[src/rtl/locked_reg_programmer_if.sv]
// -----------------------------------------------------------------------------
// locked_reg_programmer_if
//   Command channel between the boot/config agent and locked_reg_programmer.
//   Valid/ready handshake: a command transfers on a posedge where both
//   cmd_valid and cmd_ready are high.
//
//   Signals:
//     cmd_valid  agent -> programmer  command present
//     cmd_ready  programmer -> agent  programmer can accept a command
//     cmd_addr   agent -> programmer  target register index (ADDR_W)
//     cmd_data   agent -> programmer  value to program (DATA_W)
//     cmd_lock   agent -> programmer  lock the bank once this command verifies
//
//   Modports:
//     master  the command source (boot/config agent)
//     slave   the command sink (locked_reg_programmer)
// -----------------------------------------------------------------------------
interface locked_reg_programmer_if #(
  parameter int DATA_W = 16,
  parameter int ADDR_W = 2
);
  logic              cmd_valid;
  logic              cmd_ready;
  logic [ADDR_W-1:0] cmd_addr;
  logic [DATA_W-1:0] cmd_data;
  logic              cmd_lock;

  modport master (
    output cmd_valid,
    output cmd_addr,
    output cmd_data,
    output cmd_lock,
    input  cmd_ready
  );

  modport slave (
    input  cmd_valid,
    input  cmd_addr,
    input  cmd_data,
    input  cmd_lock,
    output cmd_ready
  );
endinterface

[src/rtl/locked_reg_programmer.sv]
// -----------------------------------------------------------------------------
// locked_reg_programmer
//   Initiator-side sequencer for a bank of write-once locked registers.
//   Each accepted command is written to the bank with a one-cycle strobe,
//   read back one cycle later, and, when requested, followed by a one-cycle
//   lock strobe. Errors and successful locking are sticky until reset.
//
//   Optional macro: LOCKED_REG_PROG_RETRY_EN
//     When defined, the first verify mismatch of a command re-issues the
//     write once; only a second mismatch fails. When undefined, the first
//     mismatch fails and no retry state exists.
//
//   Ports:
//     Clk         in   system clock, posedge
//     resetn      in   asynchronous active-low reset
//     cmd         if   command channel (locked_reg_programmer_if.slave)
//     reg_sel     out  register select to the bank
//     reg_wdata   out  write data to the bank
//     reg_write   out  single-cycle write strobe
//     reg_lock    out  single-cycle lock strobe
//     reg_rdata   in   readback of the selected register
//     reg_locked  in   bank lock status
//     done        out  sticky: bank locked successfully
//     err         out  sticky error flag
//     err_code    out  0 none, 1 verify mismatch, 2 bad address, 3 already locked
// -----------------------------------------------------------------------------
module locked_reg_programmer #(
  parameter int NUM_REGS = 4,
  parameter int DATA_W   = 16,
  parameter int ADDR_W   = 2
) (
  input  logic                      Clk,
  input  logic                      resetn,
  locked_reg_programmer_if.slave    cmd,
  output logic [ADDR_W-1:0]         reg_sel,
  output logic [DATA_W-1:0]         reg_wdata,
  output logic                      reg_write,
  output logic                      reg_lock,
  input  logic [DATA_W-1:0]         reg_rdata,
  input  logic                      reg_locked,
  output logic                      done,
  output logic                      err,
  output logic [1:0]                err_code
);

  typedef enum logic [2:0] {
    S_IDLE, S_WRITE, S_VERIFY, S_LOCK, S_WAIT_LK, S_LOCKED, S_FAIL
  } state_t;

  localparam logic [1:0] ERR_VERIFY = 2'd1;
  localparam logic [1:0] ERR_ADDR   = 2'd2;
  localparam logic [1:0] ERR_LOCKED = 2'd3;

  state_t              state_reg;
  logic                cmd_ready_reg;
  logic [ADDR_W-1:0]   reg_sel_reg;
  logic [DATA_W-1:0]   reg_wdata_reg;   // doubles as the latched command data
  logic                reg_write_reg;
  logic                reg_lock_reg;
  logic                lock_req_reg;
  logic [1:0]          wait_cnt_reg;
  logic                done_reg;
  logic                err_reg;
  logic [1:0]          err_code_reg;
`ifdef LOCKED_REG_PROG_RETRY_EN
  logic                retry_used_reg;
`endif

  // Widen both sides so the range check stays meaningful for any NUM_REGS.
  logic addr_bad;
  assign addr_bad = (32'(cmd.cmd_addr) >= 32'(NUM_REGS));

  always_ff @(posedge Clk or negedge resetn) begin
    if (!resetn) begin
      state_reg      <= S_IDLE;
      cmd_ready_reg  <= 1'b0;
      reg_sel_reg    <= '0;
      reg_wdata_reg  <= '0;
      reg_write_reg  <= 1'b0;
      reg_lock_reg   <= 1'b0;
      lock_req_reg   <= 1'b0;
      wait_cnt_reg   <= '0;
      done_reg       <= 1'b0;
      err_reg        <= 1'b0;
      err_code_reg   <= '0;
`ifdef LOCKED_REG_PROG_RETRY_EN
      retry_used_reg <= 1'b0;
`endif
    end else begin
      // Strobes are one cycle wide unless a state re-arms them.
      reg_write_reg <= 1'b0;
      reg_lock_reg  <= 1'b0;

      case (state_reg)
        S_IDLE: begin
          if (!cmd_ready_reg) begin
            // First cycle out of reset: advertise readiness.
            cmd_ready_reg <= 1'b1;
          end else if (cmd.cmd_valid) begin
            cmd_ready_reg <= 1'b0;
            lock_req_reg  <= cmd.cmd_lock;
`ifdef LOCKED_REG_PROG_RETRY_EN
            retry_used_reg <= 1'b0;
`endif
            if (addr_bad) begin
              state_reg    <= S_FAIL;
              err_reg      <= 1'b1;
              err_code_reg <= ERR_ADDR;
            end else if (reg_locked) begin
              state_reg    <= S_FAIL;
              err_reg      <= 1'b1;
              err_code_reg <= ERR_LOCKED;
            end else begin
              state_reg     <= S_WRITE;
              reg_sel_reg   <= cmd.cmd_addr;
              reg_wdata_reg <= cmd.cmd_data;
              reg_write_reg <= 1'b1;
            end
          end
        end

        S_WRITE: state_reg <= S_VERIFY;

        // reg_rdata now reflects the write committed at the end of S_WRITE.
        S_VERIFY: begin
          if (reg_rdata != reg_wdata_reg) begin
`ifdef LOCKED_REG_PROG_RETRY_EN
            if (!retry_used_reg) begin
              retry_used_reg <= 1'b1;
              state_reg      <= S_WRITE;
              reg_write_reg  <= 1'b1;
            end else begin
              state_reg    <= S_FAIL;
              err_reg      <= 1'b1;
              err_code_reg <= ERR_VERIFY;
            end
`else
            state_reg    <= S_FAIL;
            err_reg      <= 1'b1;
            err_code_reg <= ERR_VERIFY;
`endif
          end else if (lock_req_reg) begin
            state_reg    <= S_LOCK;
            reg_lock_reg <= 1'b1;
            wait_cnt_reg <= '0;
          end else begin
            state_reg     <= S_IDLE;
            cmd_ready_reg <= 1'b1;
          end
        end

        S_LOCK: state_reg <= S_WAIT_LK;

        // Four cycles of grace for the bank to report the lock.
        S_WAIT_LK: begin
          if (reg_locked) begin
            state_reg <= S_LOCKED;
            done_reg  <= 1'b1;
          end else if (wait_cnt_reg == 2'd3) begin
            state_reg    <= S_FAIL;
            err_reg      <= 1'b1;
            err_code_reg <= ERR_LOCKED;
          end else begin
            wait_cnt_reg <= wait_cnt_reg + 2'd1;
          end
        end

        // S_LOCKED and S_FAIL are terminal: outputs hold, nothing is issued.
        default: state_reg <= state_reg;
      endcase
    end
  end

  assign cmd.cmd_ready = cmd_ready_reg;
  assign reg_sel       = reg_sel_reg;
  assign reg_wdata     = reg_wdata_reg;
  assign reg_write     = reg_write_reg;
  assign reg_lock      = reg_lock_reg;
  assign done          = done_reg;
  assign err           = err_reg;
  assign err_code      = err_code_reg;

endmodule

[src/flat_wrapper.sv]
// flat-port wrapper written by rule: the top's interface ports become plain ports
module locked_reg_programmer_flat 
#(
  parameter int NUM_REGS = 4,
  parameter int DATA_W   = 16,
  parameter int ADDR_W   = 2
)
  (Clk, resetn, reg_sel, reg_wdata, reg_write, reg_lock, reg_rdata, reg_locked, done, err, err_code, cmd_cmd_valid, cmd_cmd_addr, cmd_cmd_data, cmd_cmd_lock, cmd_cmd_ready);
  locked_reg_programmer_if #(.DATA_W(DATA_W), .ADDR_W(ADDR_W)) cmd_i ();
  input  logic Clk;
  input  logic resetn;
  output logic [ADDR_W-1:0] reg_sel;
  output logic [DATA_W-1:0] reg_wdata;
  output logic reg_write;
  output logic reg_lock;
  input  logic [DATA_W-1:0] reg_rdata;
  input  logic reg_locked;
  output logic done;
  output logic err;
  output logic [1:0] err_code;
  input wire logic [$bits(cmd_i.cmd_valid)-1:0] cmd_cmd_valid;
  input wire logic [$bits(cmd_i.cmd_addr)-1:0] cmd_cmd_addr;
  input wire logic [$bits(cmd_i.cmd_data)-1:0] cmd_cmd_data;
  input wire logic [$bits(cmd_i.cmd_lock)-1:0] cmd_cmd_lock;
  output wire logic [$bits(cmd_i.cmd_ready)-1:0] cmd_cmd_ready;
  assign cmd_i.cmd_valid = cmd_cmd_valid;
  assign cmd_i.cmd_addr = cmd_cmd_addr;
  assign cmd_i.cmd_data = cmd_cmd_data;
  assign cmd_i.cmd_lock = cmd_cmd_lock;
  assign cmd_cmd_ready = cmd_i.cmd_ready;
  locked_reg_programmer #(.NUM_REGS(NUM_REGS), .DATA_W(DATA_W), .ADDR_W(ADDR_W)) u_core (.Clk(Clk), .resetn(resetn), .cmd(cmd_i), .reg_sel(reg_sel), .reg_wdata(reg_wdata), .reg_write(reg_write), .reg_lock(reg_lock), .reg_rdata(reg_rdata), .reg_locked(reg_locked), .done(done), .err(err), .err_code(err_code));
endmodule
[config.mk]
export PLATFORM = sky130hd
export DESIGN_NAME = locked_reg_programmer_flat
export DESIGN_NICKNAME = d
export VERILOG_FILES = /design/src/rtl/locked_reg_programmer_if.sv /design/src/rtl/locked_reg_programmer.sv /design/src/flat_wrapper.sv
export SDC_FILE = /design/constraint.sdc
export NUM_CORES = 1
export LEC_CHECK = 0
export ABC_AREA = 1
export BUFFER_PORTS_ARGS = -buffer_cell sky130_fd_sc_hd__buf_2
export CAP_MARGIN = 30
export CORE_UTILIZATION = 27
export CTS_CLUSTER_SIZE = 25
export DETAILED_ROUTE_END_ITERATION = 8
export PLACE_DENSITY = 0.57
export SYNTH_ARGS = -nofsm -noshare
export SYNTH_HDL_FRONTEND = slang
export SYNTH_SLANG_ARGS = --single-unit
export TNS_END_PERCENT = 20
[constraint.sdc]
create_clock -name Clk -period 2.4 [get_ports Clk]
set_clock_uncertainty 0.15 [all_clocks]
set_input_delay 0.48 -clock Clk [delete_from_list [all_inputs] [get_ports Clk]]
set_output_delay 0.48 -clock Clk [all_outputs]
set_load 0.05 [all_outputs]
---- Yosys cells after proc, flatten, opt, wreduce, memory -nomap -nowiden ----
Cells that the tools add are included.
storage, ports and cells
  flip-flop bits (word level) ............. 31
  bits of input ports ..................... 39
  output and inout bits ................... 25
  logic and storage cells ................. 81
cells by class
  add/subtract/negate cells ............... 1
  eq/ne operators ......................... 17
  muxes and demuxes ....................... 39
  bitwise logic cells ..................... 1
  reduce and logical (&&, ||, !) cells .... 12
operators with widths
  kind                   count
  $mux W2                11
  $mux W3                6
  $mux W1                17
  $ne A16 B16 Y1         1
  $pmux W3 S5            1
  $ne A2 B2 Y1 const B   6
  $ne A2 B1 Y1 const B   4
  $reduce_and A4 Y1      2
  $reduce_and A7 Y1      1
  $eq A3 B2 Y1 const B   2
  $pmux W2 S3            1
  $reduce_and A3 Y1      2
  $reduce_and A5 Y1      1
  $reduce_bool A5 Y1     1
  $pmux W2 S2            1
  $reduce_bool A2 Y1     2
  $eq A3 B1 Y1 const B   1
  $eq A3 B3 Y1 const B   1
  $logic_not A3 Y1       1
  $ne A3 B2 Y1 const B   1
  $pmux W1 S3            1
  $reduce_bool A3 Y1     1
  $add A2 B1 Y2 const B  1
  $eq A2 B2 Y1 const B   1
  3 further kinds        3

---- Logic depth before layout (Yosys ltp) ----
  depth in word-level cells ............... 4
  gate-level depth with buffers ........... 11
  mapped depth without buffers ............ 11

---- Least setup slack after synthesis ----
Ideal clock, no wire load.
  path kind ............................... flip-flop to flip-flop
  start ................................... register u_core.reg_wdata_reg[2], in the netlist u_core.reg_wdata[2]
  end ..................................... register u_core.cmd_ready_reg, in the netlist u_core.cmd.cmd_ready
  library setup time ...................... 0.119 ns
  arrival ................................. 1.460 ns
  required time ........................... 2.131 ns
  slack ................................... 0.671 ns
  stages on the path, launching flop included .. 12
  path buffers ............................ 0
  clock period less this slack ............ 1.729 ns
  cells stage by stage .................... dfrtp_1 > inv_1 > nand2_1 > nand2_1 > nor2_1 > nand2_1 > nor2_1 > nand2_1 > nand2_2 > nand3_1 > nand2_1 > nand2_1
on the way
  longest elaborated chain between the ends .. 3
RTL lines
  what                                RTL line                      source
  start: declaration                  locked_reg_programmer.sv:57   logic [DATA_W-1:0] reg_wdata_reg;
  start signal: assignment            locked_reg_programmer.sv:116  reg_wdata_reg <= cmd.cmd_data;
  $ne A16 B16 Y1                      locked_reg_programmer.sv:126  if (reg_rdata != reg_wdata_reg) begin
  $ne A2 B2 Y1 (no source line)       n/a
  $reduce_and A3 Y1 (no source line)  n/a
  end signal: assignment              locked_reg_programmer.sv:98   cmd_ready_reg <= 1'b1;
  end signal: assignment              locked_reg_programmer.sv:100  cmd_ready_reg <= 1'b0;
  end signal: assignment              locked_reg_programmer.sv:148  cmd_ready_reg <= 1'b1;
  end: declaration                    locked_reg_programmer.sv:55   logic cmd_ready_reg;
Every way passes these cells.
A chain may end at the register's enable or synchronous reset.

---- Worst setup path after layout ----
  start ................................... register u_core.state_reg[1]
  end ..................................... register u_core.reg_sel_reg[1], in the netlist u_core.reg_sel[1]
on the way
  longest elaborated chain between the ends .. 2
RTL lines
  what                                RTL line                      source
  start: declaration                  locked_reg_programmer.sv:54   state_t state_reg;
  start signal: assignment            locked_reg_programmer.sv:169  default: state_reg <= state_reg;
  $logic_not A3 Y1                    locked_reg_programmer.sv:94   case (state_reg)
  $reduce_and A4 Y1 (no source line)  n/a
  end signal: assignment              locked_reg_programmer.sv:115  reg_sel_reg <= cmd.cmd_addr;
  end: declaration                    locked_reg_programmer.sv:56   logic [ADDR_W-1:0] reg_sel_reg;
Every way passes these cells.

==> impl_metrics.env <==
export IMPL_synthCells=232
export IMPL_power_per_cell_area_nw_per_um2=462
export IMPL_crit_family="simple AND/OR/NAND/NOR gates"
export IMPL_ys_seq_area_frac=0.448
export IMPL_nNetsFinal=339
export IMPL_fin_crit_ns=1.71
export IMPL_cp_start_kind="flip-flop"
export IMPL_grt_pass1_wl_um=6110
export IMPL_maxSlewViolCount=0
export IMPL_grt_max_degree=31
export IMPL_cp_end_kind="flip-flop"
export IMPL_p_switching_mw=0.226
export IMPL_core_region_area_um2=5960
export IMPL_cp_common_cell="nand2_2"
export IMPL_clkSinkCount=30
export IMPL_combPwrFrac=0.078
export IMPL_n_antenna_cell=0
export IMPL_critical_path_max_fanout=19
export IMPL_area_delta_synth_final_pct=27.3
export IMPL_postCtsSetupBuffers=0
export IMPL_grt_pass1_vias=1380
export IMPL_cts_resized=0
export IMPL_final_period_utilization=0.712
export IMPL_wl_per_cell_um=10.2
export IMPL_antenna_found_initial=0
export IMPL_drc_errors=0
export IMPL_cts_hold_buf=0
export IMPL_drt_pass1_iter_count=4
export IMPL_start_util=0.282
export IMPL_synth_area_um2=1680
export IMPL_nFillCells=655
export IMPL_fmax_mhz=585
export IMPL_io_pins=64
export IMPL_grtUsageTotal=0.125
export IMPL_syn_nets=272
export IMPL_gp_congestion=0.818
export IMPL_cp_arrival_ns=1.73
export IMPL_crit_type="reg2reg"
export IMPL_tightest_slew_ns=0.693
export IMPL_wl_um=3790
export IMPL_largest_reg_flops=16
export IMPL_cp_cell_sequence="inv_2 -> nand2_2 -> nor2_2 -> nand2_2 -> nor2_8 -> mux2_2"
export IMPL_die_area_um2=6530
export IMPL_grt_overflow=0
export IMPL_finalHoldViolCount=0
export IMPL_synth_distinct_cells=24
export IMPL_ir_drop_uv=203
export IMPL_drive_above_1_share=0.305
export IMPL_drt_iter0_markers=59
export IMPL_slew_headroom=0.538
export IMPL_clockBufferDepth=2
export IMPL_timing_hold_ws_ns=0.0944
export IMPL_cpPeakStageDelay_ns=0.38
export IMPL_dp_slack_ns=0.609
export IMPL_maxCapViolCount=0
export IMPL_synth_seq_cells=30
export IMPL_die_h_um=80.8
export IMPL_rows=28
export IMPL_cts_made_buffers=5
export IMPL_cp_slowest_cell="dfrtp_1"
export IMPL_vias=1579
export IMPL_clockRootBuffer="clkbuf_8"
export IMPL_setup_violations=0
export IMPL_p_clk_frac=0.406
export IMPL_tns_ns=0
export IMPL_crit_buf_inv=1
export IMPL_switching_share=0.229
export IMPL_clkTransAtPathRegs_ns=0.06
export IMPL_ant_nets=0
export IMPL_rsz0062_at_grt="false"
export IMPL_setup_slack_ns=0.690
export IMPL_die_w_um=80.8
export IMPL_hold_class="in2async"
export IMPL_hpwl_um=2970
export IMPL_viasPerCell=4.23
export IMPL_power_mw=0.987
export IMPL_clkLatencyLatePin_ns=0.28
export IMPL_outcome="finished, final reports clean"
export IMPL_io_buffers=63
export IMPL_htree_levels=2
export IMPL_cts_tree="yes"
export IMPL_ys_warn_count=0
export IMPL_crit_required_ns=2.42
export IMPL_power_frac_seq=0.515
export IMPL_synth_area_per_cell_um2=7.23
export IMPL_p_leak_nw=1.22
export IMPL_internal_power_mw=0.761
-- path summary, 6_finish.rpt --
check | start | endpoint | slack, ns | depth (start not counted)
setup / recovery | u_core.state_reg[1] | u_core.reg_sel[1] | 0.69 | 6
hold / removal | resetn | u_core.done | 0.09 | 1
setup reg to reg | u_core.state_reg[1] | u_core.reg_sel[1] | 0.69 | 6
hold reg to reg | u_core.done | u_core.done | 0.32 | 1
max in group asynchronous | resetn | u_core.reg_sel[1] | 1.56 | 1
min in group Clk | cmd_cmd_data[13] | u_core.reg_wdata[13] | 0.25 | 3
-- cells in the mapped netlist --
cell type	instances	area share
a211oi_1	1	0.0045
a21oi_1	2	0.0060
a31oi_1	1	0.0037
buf_4	1	0.0045
buf_6	3	0.020
dfrtp_1	30	0.45
ha_1	1	0.0075
inv_1	40	0.090
inv_2	5	0.011
mux2_2	3	0.020
nand2_1	91	0.20
nand2_2	5	0.019
nand3_1	3	0.0090
nand3_2	2	0.012
nand4_1	3	0.011
nor2_1	12	0.027
nor2_2	3	0.011
nor2_4	1	0.0067
nor2_8	1	0.012
nor3_1	1	0.0030
o21ai_0	19	0.057
o21ai_1	2	0.0060
o21bai_1	1	0.0045
or2_2	1	0.0037
-- cell type report --
cell class,instances,area (um2),area share
clock buffers,6,82.6,0.0387
inverters,45,169,0.0791
multi-input cells,153,716,0.335
flip-flops and latches,30,751,0.352
well taps,75,93.8,0.0440
repair buffers,64,323,0.151
-- routing by layer --
layer | share of wire | global-route usage | up-vias
met2 | 0.47 | 0.208 | 47
met3 | 0.060 | 0.0292 | 7
met5 | 0 | 0 | -
met4 | 0.029 | 0.0679 | 0
li1 | - | - | 833
met1 | 0.44 | 0.149 | 692
-- through the flow --
step | cell area, um2 | util | cells
after floorplan | 1680 | - | 232
after global placement | 2050 | 0.345 | 367
after detailed placement | 2050 | 0.345 | 367
after CTS | 2130 | 0.358 | 373
after global routing | 2130 | 0.358 | 373
final | 2130 | 0.358 | 373
-- kinds of logic (layout without fill, tap and decap cells) --
family                     after synthesis  in the layout  share of synthesized area
and+or+nand+nor                        123            123                      0.318
buffers and inverters                   49            115                      0.125
DFF                                     30             30                      0.448
AOI/OAI and AO/OA                       26             26                     0.0813
muxes                                    3              3                     0.0201
adders and majority gates                1              1                    0.00746
-- cells in the final DEF (no fill, tap or decap) --
master,n
nand2_1,91
buf_2,63
inv_1,40
dfrtp_1,30
o21ai_0,19
nor2_1,12
clkbuf_8,6
inv_2,5
nand2_2,5
nand4_1,3
nor2_2,3
nand3_1,3
mux2_2,3
nand3_2,2
o21ai_1,2
a21oi_1,2
nor2_4,1
nor2_8,1
a211oi_1,1
nor3_1,1
a31oi_1,1
or2_2,1
o21bai_1,1
ha_1,1
buf_4,1
-- power by group through the flow --
stage	clock, mW	sequential, mW	combinational, mW
floorplan	0	0.524	0.0212
global placement	0	0.517	0.0793
detailed placement	0	0.518	0.0795
CTS	0.418	0.508	0.0799
global route	0.438	0.508	0.0888
finish	0.401	0.508	0.0774
(Power assumes the default switching activity.)
